## src/rtl/vt52_kbd_pkg.sv

```systemverilog
// Set-2 scancode constants, decoder state, pending-sequence record and the
// scancode-to-ASCII table shared by the VT52 keyboard path.
package vt52_kbd_pkg;

    localparam logic [7:0] SC_EXT    = 8'hE0;
    localparam logic [7:0] SC_BRK    = 8'hF0;
    localparam logic [7:0] SC_PAUSE  = 8'hE1;
    localparam logic [7:0] SC_LSHIFT = 8'h12;
    localparam logic [7:0] SC_RSHIFT = 8'h59;
    localparam logic [7:0] SC_CTRL   = 8'h14;
    localparam logic [7:0] SC_CAPS   = 8'h58;
    localparam logic [7:0] ASCII_ESC = 8'h1B;
    localparam logic [2:0] PAUSE_TAIL_LAST = 3'd6;

    typedef enum logic [1:0] {IDLE, PAUSE_SKIP, EMIT1, EMIT2} kbd_state_e;

    typedef struct packed {
        logic       two;
        logic [7:0] b0;
        logic [7:0] b1;
    } kbd_seq_t;

    function automatic logic [7:0] kbd_lookup(input logic [7:0] code, input logic shift);
        logic [7:0] lo;
        logic [7:0] hi;
        lo = 8'h00;
        hi = 8'h00;
        case (code)
            8'h1C: lo = "a";  8'h32: lo = "b";  8'h21: lo = "c";  8'h23: lo = "d";
            8'h24: lo = "e";  8'h2B: lo = "f";  8'h34: lo = "g";  8'h33: lo = "h";
            8'h43: lo = "i";  8'h3B: lo = "j";  8'h42: lo = "k";  8'h4B: lo = "l";
            8'h3A: lo = "m";  8'h31: lo = "n";  8'h44: lo = "o";  8'h4D: lo = "p";
            8'h15: lo = "q";  8'h2D: lo = "r";  8'h1B: lo = "s";  8'h2C: lo = "t";
            8'h3C: lo = "u";  8'h2A: lo = "v";  8'h1D: lo = "w";  8'h22: lo = "x";
            8'h35: lo = "y";  8'h1A: lo = "z";
            8'h16: {lo, hi} = "1!";  8'h1E: {lo, hi} = "2@";  8'h26: {lo, hi} = "3#";
            8'h25: {lo, hi} = "4$";  8'h2E: {lo, hi} = "5%";  8'h36: {lo, hi} = "6^";
            8'h3D: {lo, hi} = "7&";  8'h3E: {lo, hi} = "8*";  8'h46: {lo, hi} = "9(";
            8'h45: {lo, hi} = "0)";  8'h0E: {lo, hi} = "`~";  8'h4E: {lo, hi} = "-_";
            8'h55: {lo, hi} = "=+";  8'h54: {lo, hi} = "[{";  8'h5B: {lo, hi} = "]}";
            8'h5D: {lo, hi} = "\\|"; 8'h4C: {lo, hi} = ";:";  8'h52: {lo, hi} = "'\"";
            8'h41: {lo, hi} = ",<";  8'h49: {lo, hi} = ".>";  8'h4A: {lo, hi} = "/?";
            8'h5A: {lo, hi} = 16'h0D0D;
            8'h66: {lo, hi} = 16'h0808;
            8'h0D: {lo, hi} = 16'h0909;
            8'h76: {lo, hi} = 16'h1B1B;
            8'h29: {lo, hi} = 16'h2020;
            default: {lo, hi} = 16'h0000;
        endcase
        // letters only carry the lowercase entry; uppercase is a fixed offset
        if (lo >= "a" && lo <= "z") begin
            hi = lo - 8'h20;
        end
        return shift ? hi : lo;
    endfunction

endpackage

```

## src/rtl/ps2_rx.sv

```systemverilog
// PS/2 frame receiver: synchronises the pins, samples data on clock falls, checks framing.
// Latency: code_valid one clk after the stop-bit fall is seen; no backpressure, codes are pulses.
module ps2_rx #(
    parameter int SYNC_STAGES  = 2,
    parameter int TIMEOUT_BITS = 16
) (
    input  logic       clk,
    input  logic       reset,
    input  logic       ps2_clk,
    input  logic       ps2_data,
    output logic [7:0] code,
    output logic       code_valid,
    output logic       frame_error
);

    logic [SYNC_STAGES-1:0]  clk_sync_q;
    logic [SYNC_STAGES-1:0]  dat_sync_q;
    logic                    clk_prev_q;
    logic [3:0]              bit_cnt_q;
    logic [7:0]              shift_q;
    logic                    par_q;
    logic [TIMEOUT_BITS-1:0] tmo_q;
    logic [7:0]              code_q;
    logic                    code_vld_q;
    logic                    ferr_q;
    logic                    clk_s;
    logic                    dat_s;
    logic                    fall;

    assign clk_s = clk_sync_q[SYNC_STAGES-1];
    assign dat_s = dat_sync_q[SYNC_STAGES-1];
    assign fall  = clk_prev_q & ~clk_s;

    always_ff @(posedge clk) begin
        if (reset) begin
            clk_sync_q <= '1;
            dat_sync_q <= '1;
            clk_prev_q <= 1'b1;
            bit_cnt_q  <= 4'd0;
            shift_q    <= 8'h00;
            par_q      <= 1'b0;
            tmo_q      <= '0;
            code_q     <= 8'h00;
            code_vld_q <= 1'b0;
            ferr_q     <= 1'b0;
        end else begin
            clk_sync_q <= {clk_sync_q[SYNC_STAGES-2:0], ps2_clk};
            dat_sync_q <= {dat_sync_q[SYNC_STAGES-2:0], ps2_data};
            clk_prev_q <= clk_s;
            code_vld_q <= 1'b0;
            ferr_q     <= 1'b0;
            if (fall) begin
                tmo_q <= '0;
                if (bit_cnt_q == 4'd0) begin
                    if (!dat_s) bit_cnt_q <= 4'd1;
                    else        ferr_q    <= 1'b1;
                end else if (bit_cnt_q <= 4'd8) begin
                    shift_q   <= {dat_s, shift_q[7:1]};
                    bit_cnt_q <= bit_cnt_q + 4'd1;
                end else if (bit_cnt_q == 4'd9) begin
                    par_q     <= dat_s;
                    bit_cnt_q <= bit_cnt_q + 4'd1;
                end else begin
                    // parity is judged at the stop bit so a bad frame ends cleanly
                    bit_cnt_q <= 4'd0;
                    if (dat_s && (^{shift_q, par_q})) begin
                        code_q     <= shift_q;
                        code_vld_q <= 1'b1;
                    end else begin
                        ferr_q <= 1'b1;
                    end
                end
            end else if (bit_cnt_q != 4'd0) begin
                if (&tmo_q) begin
                    bit_cnt_q <= 4'd0;
                    tmo_q     <= '0;
                    ferr_q    <= 1'b1;
                end else begin
                    tmo_q <= tmo_q + TIMEOUT_BITS'(1);
                end
            end
        end
    end

    assign code        = code_q;
    assign code_valid  = code_vld_q;
    assign frame_error = ferr_q;

endmodule

```

## src/rtl/ps2_keyboard_encoder.sv

```systemverilog
// PS/2 set-2 keyboard to VT52 host byte stream with modifier tracking and cursor escapes.
// Latency: valid 2 clk after a decoded code; data held while valid && !ready, busy keys dropped.
module ps2_keyboard_encoder
    import vt52_kbd_pkg::*;
#(
    parameter int SYNC_STAGES  = 2,
    parameter int TIMEOUT_BITS = 16
) (
    input  logic       clk,
    input  logic       reset,
    input  logic       ps2_clk,
    input  logic       ps2_data,
    output logic [7:0] data,
    output logic       valid,
    input  logic       ready,
    output logic       caps_lock,
    output logic       frame_error,
    output logic       overflow
);

    logic [7:0] code;
    logic       code_valid;

    ps2_rx #(.SYNC_STAGES(SYNC_STAGES), .TIMEOUT_BITS(TIMEOUT_BITS)) u_rx (
        .clk        (clk),
        .reset      (reset),
        .ps2_clk    (ps2_clk),
        .ps2_data   (ps2_data),
        .code       (code),
        .code_valid (code_valid),
        .frame_error(frame_error)
    );

    kbd_state_e state_q;
    kbd_seq_t   seq_q;
    kbd_seq_t   key_seq;
    logic       shift_q, ctrl_q, caps_q, ext_q, brk_q;
    logic       shift_d, ctrl_d, caps_d, ext_d, brk_d;
    logic       pend_q, valid_q, ovf_q;
    logic [7:0] data_q;
    logic [2:0] skip_q;
    logic       busy, key_hit, go_pause, is_letter;
    logic [7:0] lc, arrow;

    // the registered lookup stage counts as busy so nothing can overtake it
    assign busy = pend_q || (state_q == EMIT1) || (state_q == EMIT2);

    always_comb begin
        shift_d  = shift_q;
        ctrl_d   = ctrl_q;
        caps_d   = caps_q;
        ext_d    = ext_q;
        brk_d    = brk_q;
        key_seq  = '0;
        key_hit  = 1'b0;
        go_pause = 1'b0;
        lc        = kbd_lookup(code, 1'b0);
        is_letter = (lc >= "a") && (lc <= "z");
        case (code)
            8'h75:   arrow = "A";
            8'h72:   arrow = "B";
            8'h74:   arrow = "C";
            8'h6B:   arrow = "D";
            default: arrow = 8'h00;
        endcase
        if (code_valid && state_q != PAUSE_SKIP) begin
            if (code == SC_EXT) begin
                ext_d = 1'b1;
            end else if (code == SC_BRK) begin
                brk_d = 1'b1;
            end else if (code == SC_PAUSE) begin
                go_pause = 1'b1;
            end else begin
                ext_d = 1'b0;
                brk_d = 1'b0;
                if (code == SC_LSHIFT || code == SC_RSHIFT) begin
                    shift_d = !brk_q;
                end else if (code == SC_CTRL) begin
                    ctrl_d = !brk_q;
                end else if (!brk_q) begin
                    if (code == SC_CAPS) begin
                        caps_d = !caps_q;
                    end else if (ext_q && arrow != 8'h00) begin
                        key_seq.two = 1'b1;
                        key_seq.b0  = ASCII_ESC;
                        key_seq.b1  = arrow;
                    end else if (ctrl_q && is_letter) begin
                        key_seq.b0 = lc & 8'h1F;
                    end else if (is_letter) begin
                        key_seq.b0 = kbd_lookup(code, caps_q ^ shift_q);
                    end else begin
                        key_seq.b0 = kbd_lookup(code, shift_q);
                    end
                    key_hit = (key_seq.b0 != 8'h00);
                end
            end
        end
    end

    always_ff @(posedge clk) begin
        if (reset) begin
            state_q <= IDLE;
            seq_q   <= '0;
            shift_q <= 1'b0;
            ctrl_q  <= 1'b0;
            caps_q  <= 1'b0;
            ext_q   <= 1'b0;
            brk_q   <= 1'b0;
            pend_q  <= 1'b0;
            valid_q <= 1'b0;
            ovf_q   <= 1'b0;
            data_q  <= 8'h00;
            skip_q  <= 3'd0;
        end else begin
            shift_q <= shift_d;
            ctrl_q  <= ctrl_d;
            caps_q  <= caps_d;
            ext_q   <= ext_d;
            brk_q   <= brk_d;
            ovf_q   <= key_hit && busy;
            pend_q  <= key_hit && !busy;
            if (key_hit && !busy) seq_q <= key_seq;
            case (state_q)
                IDLE: begin
                    if (pend_q) begin
                        data_q  <= seq_q.b0;
                        valid_q <= 1'b1;
                        state_q <= EMIT1;
                    end else if (go_pause) begin
                        skip_q  <= 3'd0;
                        state_q <= PAUSE_SKIP;
                    end
                end
                PAUSE_SKIP: begin
                    if (code_valid) begin
                        skip_q <= skip_q + 3'd1;
                        if (skip_q == PAUSE_TAIL_LAST) state_q <= IDLE;
                    end
                end
                EMIT1: begin
                    if (ready) begin
                        if (seq_q.two) begin
                            data_q  <= seq_q.b1;
                            state_q <= EMIT2;
                        end else begin
                            valid_q <= 1'b0;
                            state_q <= IDLE;
                        end
                    end
                end
                EMIT2: begin
                    if (ready) begin
                        valid_q <= 1'b0;
                        state_q <= IDLE;
                    end
                end
                default: state_q <= IDLE;
            endcase
        end
    end

    assign data      = data_q;
    assign valid     = valid_q;
    assign caps_lock = caps_q;
    assign overflow  = ovf_q;

endmodule

```

## config.mk

```make
export PLATFORM = sky130hd
export DESIGN_NAME = ps2_keyboard_encoder
export DESIGN_NICKNAME = d
export VERILOG_FILES = /design/src/rtl/vt52_kbd_pkg.sv /design/src/rtl/ps2_rx.sv /design/src/rtl/ps2_keyboard_encoder.sv
export SDC_FILE = /design/constraint.sdc
export NUM_CORES = 1
export LEC_CHECK = 0
export BUFFER_PORTS_ARGS = -buffer_cell sky130_fd_sc_hd__buf_4
export CAP_MARGIN = 10
export CORE_ASPECT_RATIO = 1.75
export CORE_MARGIN = 3
export CORE_UTILIZATION = 63
export DETAILED_ROUTE_END_ITERATION = 10
export GPL_TIMING_DRIVEN = 0
export HOLD_SLACK_MARGIN = 0.06
export PLACE_DENSITY = 0.93
export SKIP_LAST_GASP = 1
export SYNTH_ARGS = -nofsm -noshare
export SYNTH_HDL_FRONTEND = slang
export SYNTH_SLANG_ARGS = --single-unit
```

## constraint.sdc

```tcl
create_clock -name clk -period 3.9 [get_ports clk]
set_input_delay 0 -clock clk [delete_from_list [all_inputs] [get_ports clk]]
set_output_delay 0 -clock clk [all_outputs]
set_load 0.05 [all_outputs]
```

# After elaboration in Yosys (flattened, before gate mapping)
# Index checks and enable logic that the tools add are counted.
[op_classes] order_cmp=7 bitwise_logic=13 add_sub_neg=5 n_eq_ne=83 reduce_logical=42 mux=102
[op_table] cell="7-bit one-hot mux with 52 select lines" count=1
[op_table] cell="8-bit 2-to-1 mux" count=33
[op_table] cell="17-bit 2-to-1 mux" count=15
[op_table] cell="8-bit by 7-bit equality test with 1-bit output, second input constant" count=26
[op_table] cell="8-bit by 6-bit equality test with 1-bit output, second input constant" count=23
[op_table] cell="7-bit one-hot mux with 26 select lines" count=1
[op_table] cell="8-bit by 5-bit equality test with 1-bit output, second input constant" count=9
[op_table] cell="1-bit 2-to-1 mux" count=29
[op_table] cell="4-bit 2-to-1 mux" count=7
[op_table] cell="7-bit one-hot mux with 4 select lines" count=1
[op_table] cell="8-bit equality test, second input constant" count=3
[op_table] cell="8-bit by 7-bit >= comparator with 1-bit output, second input constant" count=3
[op_table] cell="8-bit by 7-bit less-or-equal comparator with 1-bit output, second input constant" count=3
[op_table] cell="2-bit != test, second input constant" count=11
[op_table] cell="5-bit AND reduction" count=4
[op_table] cell="16-bit by 1-bit adder with 16-bit output, second input constant" count=1
[op_table] cell="8-bit by 4-bit equality test with 1-bit output, second input constant" count=2
[op_table] cell="16-bit 2-to-1 mux" count=1
[op_table] cell="8-bit one-hot mux with 2 select lines" count=1
[op_table] cell="16-bit AND reduction" count=1
[op_table] cell="8-bit nonzero test" count=2
[op_table] cell="8-bit by 6-bit subtractor with 8-bit output, second input constant" count=2
[op_table] cell="2-bit 2-to-1 mux" count=7
[op_table] cell="3-bit AND reduction" count=4
[op_table] cell="other kinds (30)" count=62
[totals] word_cells=276 output_inout_bits=12 reg_bits=82

# Depth between registers and ports, before layout
[logic_depth] word_depth=39 ltp_mapped=15

# By module
# From an unflattened synthesis, not the netlist that was laid out.
[unflattened] cells_unflattened=678 area_unflattened_um2=5587.9
[modules_own_cells] module="ps2_keyboard_encoder" instances=1 cells_per_inst=445 area_each_um2=3497.1
[modules_own_cells] module="ps2_rx" instances=1 cells_per_inst=233 area_each_um2=2090.8

# Least setup slack after synthesis
# Ideal clock, no wire load.
[synth_path] path_type="reg2reg" from="register u_rx.code_q[4], in the netlist u_rx.code[4]" to="register seq_q[16] (netlist name)" required_time_ns=3.828 stages_incl_launch_ff=13 slack_ns=0.816 setup_time_ns=0.072 arrival_time_ns=3.012 cell_sequence="dfxtp_1 buf_6 nor4b_2 a22o_1 or3_4 or3_1 nor2_1 ha_1 nand4b_1 or3_1 o2111a_2 a31oi_4 mux2i_1"
[synth_via] elab_chain_len=37 elab_cells_between_ends=135 classes_between="add/sub: 2; order compare: 6; eq/ne: 63; mux: 55; reduce/logical: 9"
[synth_rtl] element="from (decl)" line_no="ps2_rx.sv:23" source="logic [7:0] code_q;"
[synth_rtl] element="from (signal assigned)" line_no="ps2_rx.sv:67" source="code_q <= shift_q;"
[synth_rtl] element="8-bit by 6-bit equality test with 1-bit output, or another cell as far along"
[synth_rtl] element="7-bit one-hot mux with 52 select lines" line_no="vt52_kbd_pkg.sv:28" source="case (code)"
[synth_rtl] element="8-bit 2-to-1 mux" line_no="ps2_keyboard_encoder.sv:89" source="end else if (is_letter) begin"
[synth_rtl] element="8-bit 2-to-1 mux" line_no="ps2_keyboard_encoder.sv:87" source="end else if (ctrl_q && is_letter) begin"
[synth_rtl] element="8-bit 2-to-1 mux" line_no="ps2_keyboard_encoder.sv:83" source="end else if (ext_q && arrow != 8'h00) begin"
[synth_rtl] element="8-bit 2-to-1 mux" line_no="ps2_keyboard_encoder.sv:81" source="if (code == SC_CAPS) begin"
[synth_rtl] element="8-bit 2-to-1 mux" line_no="ps2_keyboard_encoder.sv:80" source="end else if (!brk_q) begin"
[synth_rtl] element="8-bit 2-to-1 mux" line_no="ps2_keyboard_encoder.sv:78" source="end else if (code == SC_CTRL) begin"
[synth_rtl] element="[21 not listed]"
[synth_rtl] element="1-bit 2-to-1 mux" line_no="ps2_keyboard_encoder.sv:80"
[synth_rtl] element="1-bit 2-to-1 mux" line_no="ps2_keyboard_encoder.sv:78"
[synth_rtl] element="1-bit 2-to-1 mux" line_no="ps2_keyboard_encoder.sv:76" source="if (code == SC_LSHIFT || code == SC_RSHIFT) begin"
[synth_rtl] element="1-bit 2-to-1 mux" line_no="ps2_keyboard_encoder.sv:71" source="end else if (code == SC_PAUSE) begin"
[synth_rtl] element="1-bit 2-to-1 mux" line_no="ps2_keyboard_encoder.sv:69" source="end else if (code == SC_BRK) begin"
[synth_rtl] element="1-bit 2-to-1 mux" line_no="ps2_keyboard_encoder.sv:67" source="if (code == SC_EXT) begin"
[synth_rtl] element="1-bit 2-to-1 mux" line_no="ps2_keyboard_encoder.sv:66" source="if (code_valid && state_q != PAUSE_SKIP) begin"
[synth_rtl] element="1-bit logical AND" line_no="ps2_keyboard_encoder.sv:122" source="if (key_hit && !busy) seq_q <= key_seq;"
[synth_rtl] element="to (signal assigned)" line_no="ps2_keyboard_encoder.sv:122"
[synth_rtl] element="to (decl)" line_no="ps2_keyboard_encoder.sv:35" source="kbd_seq_t seq_q;"
# Parallel ways exist; a longest one is shown, timed or not. The select of a mux whose other input is x is not followed.
# A chain may end at the register's enable or synchronous reset.

# Worst setup path after layout
[layout_path] from="register u_rx.code_q[6], in the netlist u_rx.code[6]" to="register seq_q[1] (netlist name)"
# Same word-level chain as after synthesis.

==> impl_summary.md <==
Synthesis
In this run, synthesis produced a sequential element count of 78. The gate count of the mapped netlist is 649. The mean cell area of the mapped netlist is 8.24 um2. The fraction of the yosys area taken by sequential cells is 0.292.

The mapped netlist covers 5350 um2. The number of enable flip-flop cells after synthesis is 0. The prevailing post-synth register cell is sky130_fd_sc_hd__dfxtp_1. After synthesis, the share of flip-flops with an asynchronous set or reset is 0.

The Yosys step of the flow raised 0 warnings. The number of distinct standard cells referenced by the synthesized netlist is 92. The total nets after synthesis is 661.

Floorplan
The starting density of the core is 0.663. The area of the die is 9680 um2. The I/O pin total is 17. The chip width is 75.7 um.

The die span in y is 128 um. The number of standard-cell rows in the floorplan is 43. The core region is 8070 um2.

Power
In this run the static leakage power is 2.33 nW. The design draws 1.77 mW. The share of total power consumed by net switching is 0.213. Summed over all nets, the switching power comes to 378 uW. Across the VDD grid, the largest voltage drop is 0.286 mV. The combinational cell fraction of total power is 0.028. The fraction of power consumed by the clock network is 0.517. The internal power contribution is 1.39 mW. The sequential group share of total power is 0.455.

The power density over the cells is 295 nW/um2.

GRT
Entering global routing, the biggest net connects 20 pins. The total congestion overflow after global routing is 0. The number of antenna violations at the first check in global routing is 1. In the global route stage, overall resource usage came out at 0.452. The first-pass GRT wire length is 32300 um. The number of global-route vias before repair is 5917.

Flow run
The reported max-cap violation count is 0.

Worst setup path
Traced cell by cell, the critical path runs through nand4bb_1 > a21oi_1 > or3_4 > or3_1 > nor2_1 > ha_1 > nand4b_1 > or3_1 > o2111a_2 > a31oi_4 > buf_4 > o31ai_2. The cell type group with the largest total delay on the critical path is simple AND/OR/NAND/NOR gates. The endpoint identified for the worst register-to-register timing path is seq_q[1]$_SDFFE_PP0P_. The worst flop-to-flop path startpoint is u_rx.code[6]$_SDFFE_PP0P_. The largest stage delay on the critical path is 0.53 ns. The worst setup path is captured at a flop. The worst endpoint required time is 4.12 ns. Along the worst path, the maximum fanout reaches 7.

For the worst setup path, the data arrival time is 3.99 ns. The worst setup path is of the reg2reg kind. The length in cells of the worst reg-to-reg path is 12. The critical path buffer and inverter count is 1. The standard cell with the maximum stage delay on the critical path is sky130_fd_sc_hd__dfxtp_1.

The setup check on the worst reg-to-reg path leaves a slack of 0.13 ns. In this design, the critical path's most frequently occurring cell is sky130_fd_sc_hd__or3_1. STA classifies the critical path startpoint as a flop.

Hold path
The path with the worst hold slack has its endpoint at u_rx.tmo_q[3]$_SDFFE_PP0N_. The worst min-delay path category is in2reg. In this run the most critical hold path is launched from reset. Along the worst hold path, the cell count comes to 4.

Drt
The remaining routing DRC violations is 0. Using the TritonRoute via totals, the vias-per-cell ratio works out to 7.54. The overall routed net length is 21400 um. The routed via count is 5867. The routed wirelength normalized by instance count is 27.5 um. In this run the remaining antenna-violating nets after routing total 0.

The detailed router finished its first iteration with 968 violations. The count of TritonRoute iterations in the first routing pass is 7.

CTS
The deepest clock path buffer count is 2. Clock tree synthesis selected as its root buffer the cell sky130_fd_sc_hd__clkbuf_16. The total number of H-tree levels is 3. Counting the buffers created by CTS gives 9. The register clock-pin slew on the reported worst setup and hold paths is 0.06 ns.

TritonCTS built the clock tree. Counting every sink on the clock net gives 78. The clock latency of the later-clocked register in the worst-skew pair is 0.35 ns.

Cells and area
The utilization after layout is 0.744. The filler cell count is 538. The antenna diode count is 0. The finished cells cover 6000 um2. The total number of nets in the final design is 696. Of the cells placed in the final design, the portion with a size suffix greater than 1 is 0.161. Leaving out filler cells and counting taps, the final layout contains 778. The growth of design area from synthesis to finish is 12.2%.

Timing
The count of final max-slew check failures was 0. The number of setup violations in the final report is 0. The maximum clock rate is 265 MHz.

Setup repair after global routing left no endpoint under its margin. For the pin with the worst max-slew slack, the measured transition is 0.982 ns. In this run the tightest slew margin relative to its limit is 0.336. The setup slack of the critical path after layout is 0.129 ns. The post-route clock period utilization is 0.967. For the finished layout, the period the worst path requires is 3.77 ns.

The accumulated negative setup slack is 0 ns. The worst-case hold slack is 0.110 ns. Across the routed clock network, the largest skew measured is 0.00698 ns.

The final-report hold violation count was 0.

Placement
The setup slack after placement is 0.0924 ns. The total instance count after detailed placement is 755. Summed over all nets, the half-perimeter wirelength after detailed placement is 13900 um. At the end of routability-driven placement, the weighted congestion stood at 1.07. The post-detailed-placement cell area is 5580 um2.

The count of buffers from port buffering is 16.

Outcome
The flow ran to the end, and the final reports show no timing, DRC or antenna violations.
how the worst max path moves through the flow:
stage / from / end / slack (ns) / cells past startpoint
CTS: u_rx.code[2]$_SDFFE_PP0P_ / seq_q[16]$_SDFFE_PP0P_ / 0.04 / 14
global route: u_rx.code[6]$_SDFFE_PP0P_ / seq_q[1]$_SDFFE_PP0P_ / 0.02 / 14
global placement: u_rx.code[0]$_SDFFE_PP0P_ / seq_q[16]$_SDFFE_PP0P_ / 0.12 / 13
floorplan: u_rx.code[4]$_SDFFE_PP0P_ / seq_q[16]$_SDFFE_PP0P_ / 0.82 / 12
detailed placement: u_rx.code[2]$_SDFFE_PP0P_ / seq_q[16]$_SDFFE_PP0P_ / 0.09 / 12
finish: u_rx.code[6]$_SDFFE_PP0P_ / seq_q[1]$_SDFFE_PP0P_ / 0.13 / 12
power groups by stage:
| stage | combinational [mW] | sequential, mW | clock (mW) |
|---|---|---|---|
| after floorplan | 0.0268 | 0.823 | 0 |
| after global placement | 0.0410 | 0.823 | 0 |
| after detailed placement | 0.0420 | 0.823 | 0 |
| after CTS | 0.0464 | 0.806 | 0.897 |
| after global routing | 0.0523 | 0.806 | 0.934 |
| final | 0.0497 | 0.807 | 0.916 |
kinds of logic (layout without fill, tap and decap cells):
kind of cell | after synthesis | in the layout | synth area share
XOR/XNOR | 29 | 29 | 0.0475
adder cells (fa/ha/maj) | 7 | 7 | 0.0164
multiplexers | 26 | 26 | 0.0486
flip-flops | 78 | 78 | 0.292
AND/OR/NAND/NOR | 310 | 310 | 0.332
buffers and inverters | 63 | 102 | 0.0671
AO/OA/AOI/OAI | 136 | 136 | 0.197
layout by cell type, fill, tap and decap left out, types with 4 or more instances in the layout:
cell / instances
sky130_fd_sc_hd__nand3b_1: 4
sky130_fd_sc_hd__clkbuf_1: 15
sky130_fd_sc_hd__inv_1: 18
sky130_fd_sc_hd__xor2_1: 15
sky130_fd_sc_hd__mux2i_1: 26
sky130_fd_sc_hd__nand2b_1: 10
sky130_fd_sc_hd__xnor2_1: 14
sky130_fd_sc_hd__or2b_1: 4
sky130_fd_sc_hd__a31oi_1: 4
sky130_fd_sc_hd__nor2_1: 84
sky130_fd_sc_hd__or2_2: 8
sky130_fd_sc_hd__nand3_1: 27
sky130_fd_sc_hd__a32oi_1: 5
sky130_fd_sc_hd__nor4b_1: 5
sky130_fd_sc_hd__a21oi_1: 32
sky130_fd_sc_hd__buf_2: 16
sky130_fd_sc_hd__a211oi_1: 7
sky130_fd_sc_hd__ha_1: 7
sky130_fd_sc_hd__or3_1: 6
sky130_fd_sc_hd__clkbuf_16: 9
sky130_fd_sc_hd__buf_6: 9
sky130_fd_sc_hd__o21ai_0: 17
sky130_fd_sc_hd__nand4_1: 13
sky130_fd_sc_hd__and3_1: 7
sky130_fd_sc_hd__dfxtp_1: 78
sky130_fd_sc_hd__nand2_1: 50
sky130_fd_sc_hd__nor3_1: 12
sky130_fd_sc_hd__a22oi_1: 6
sky130_fd_sc_hd__o211ai_1: 6
sky130_fd_sc_hd__nor4_1: 5
sky130_fd_sc_hd__and2_1: 4
sky130_fd_sc_hd__buf_4: 26
sky130_fd_sc_hd__o31ai_2: 8
sky130_fd_sc_hd__nand4b_1: 4
sky130_fd_sc_hd__nor2b_1: 22
sky130_fd_sc_hd__nor3b_1: 6
flip-flops by register name, summed over array words and instances, names as in the netlist, 2 cells and up:
signal and count:
u_rx.shift_q 8, state_q 2, seq_q 13, skip_q 3, u_rx.tmo_q 16, u_rx.dat_sync_q 2
data 8, u_rx.bit_cnt_q 4, u_rx.code 8, u_rx.clk_sync_q 2
Yosys cell counts (all sizes together), types with 4 or more instances:
| cell type | number | area share |
|---|---|---|
| nand4b | 4 | 0.0065 |
| nand4 | 13 | 0.015 |
| o211ai | 6 | 0.0084 |
| a22oi | 6 | 0.0084 |
| mux2i | 26 | 0.049 |
| buf | 29 | 0.040 |
| a32oi | 5 | 0.0082 |
| ha | 7 | 0.016 |
| o21ai | 17 | 0.016 |
| a21oi | 32 | 0.030 |
| xnor2 | 14 | 0.023 |
| or2 | 8 | 0.0094 |
| nor2 | 84 | 0.059 |
| clkbuf | 16 | 0.015 |
| a21boi | 4 | 0.0056 |
| o31ai | 11 | 0.023 |
| nand2 | 50 | 0.035 |
| nor2b | 22 | 0.026 |
| nor4 | 6 | 0.0098 |
| a31oi | 5 | 0.0087 |
| dfxtp | 78 | 0.29 |
| or3 | 7 | 0.0091 |
| nor4b | 9 | 0.019 |
| nand3 | 27 | 0.025 |
| nor3 | 16 | 0.020 |
| or2b | 4 | 0.0056 |
| and2 | 6 | 0.0070 |
| inv | 18 | 0.013 |
| nor3b | 9 | 0.014 |
| nand3b | 4 | 0.0056 |
| and3 | 8 | 0.010 |
| a211oi | 7 | 0.0098 |
| xor2 | 15 | 0.025 |
| nand2b | 10 | 0.012 |
worst register-to-register path, cell delays in order (launching register included):
cell	delay, ns
sky130_fd_sc_hd__dfxtp_1	0.53
sky130_fd_sc_hd__nand4bb_1	0.36
sky130_fd_sc_hd__a21oi_1	0.12
sky130_fd_sc_hd__or3_4	0.42
sky130_fd_sc_hd__or3_1	0.53
sky130_fd_sc_hd__nor2_1	0.22
sky130_fd_sc_hd__ha_1	0.19
sky130_fd_sc_hd__nand4b_1	0.09
sky130_fd_sc_hd__or3_1	0.35
sky130_fd_sc_hd__o2111a_2	0.24
sky130_fd_sc_hd__a31oi_4	0.33
sky130_fd_sc_hd__buf_4	0.20
sky130_fd_sc_hd__o31ai_2	0.06
timing repair:
item	4_1_cts	5_1_grt
cloned	0	0
hold endpoints to repair	5	0
endpoints found under the setup margin	1	14
resized for setup	1	4
pin swaps	0	3
hold buffers	3	0
buffers inserted	0	6
layout make-up:
type	instances	area (um2)	area share
multi-input combinational	508	3460	0.577
sequential	78	1560	0.260
buffer	44	288	0.0479
clock buffer	12	246	0.0411
timing repair buffer	25	195	0.0325
tap	90	113	0.0188
clock inverter	3	68.8	0.0115
inverter	18	67.6	0.0113
layer usage:
layer  vias up  part of all wire  track usage  wire length (um)
met5         -           0.00061       0.0234                13
met4         2              0.11        0.391              2350
met3       213             0.095        0.147              2030
met2       522              0.47        0.728             10100
met1      2701              0.32        0.442              6920
li1       2429                 -            -                 -
Power figures use the tool's default switching activity.
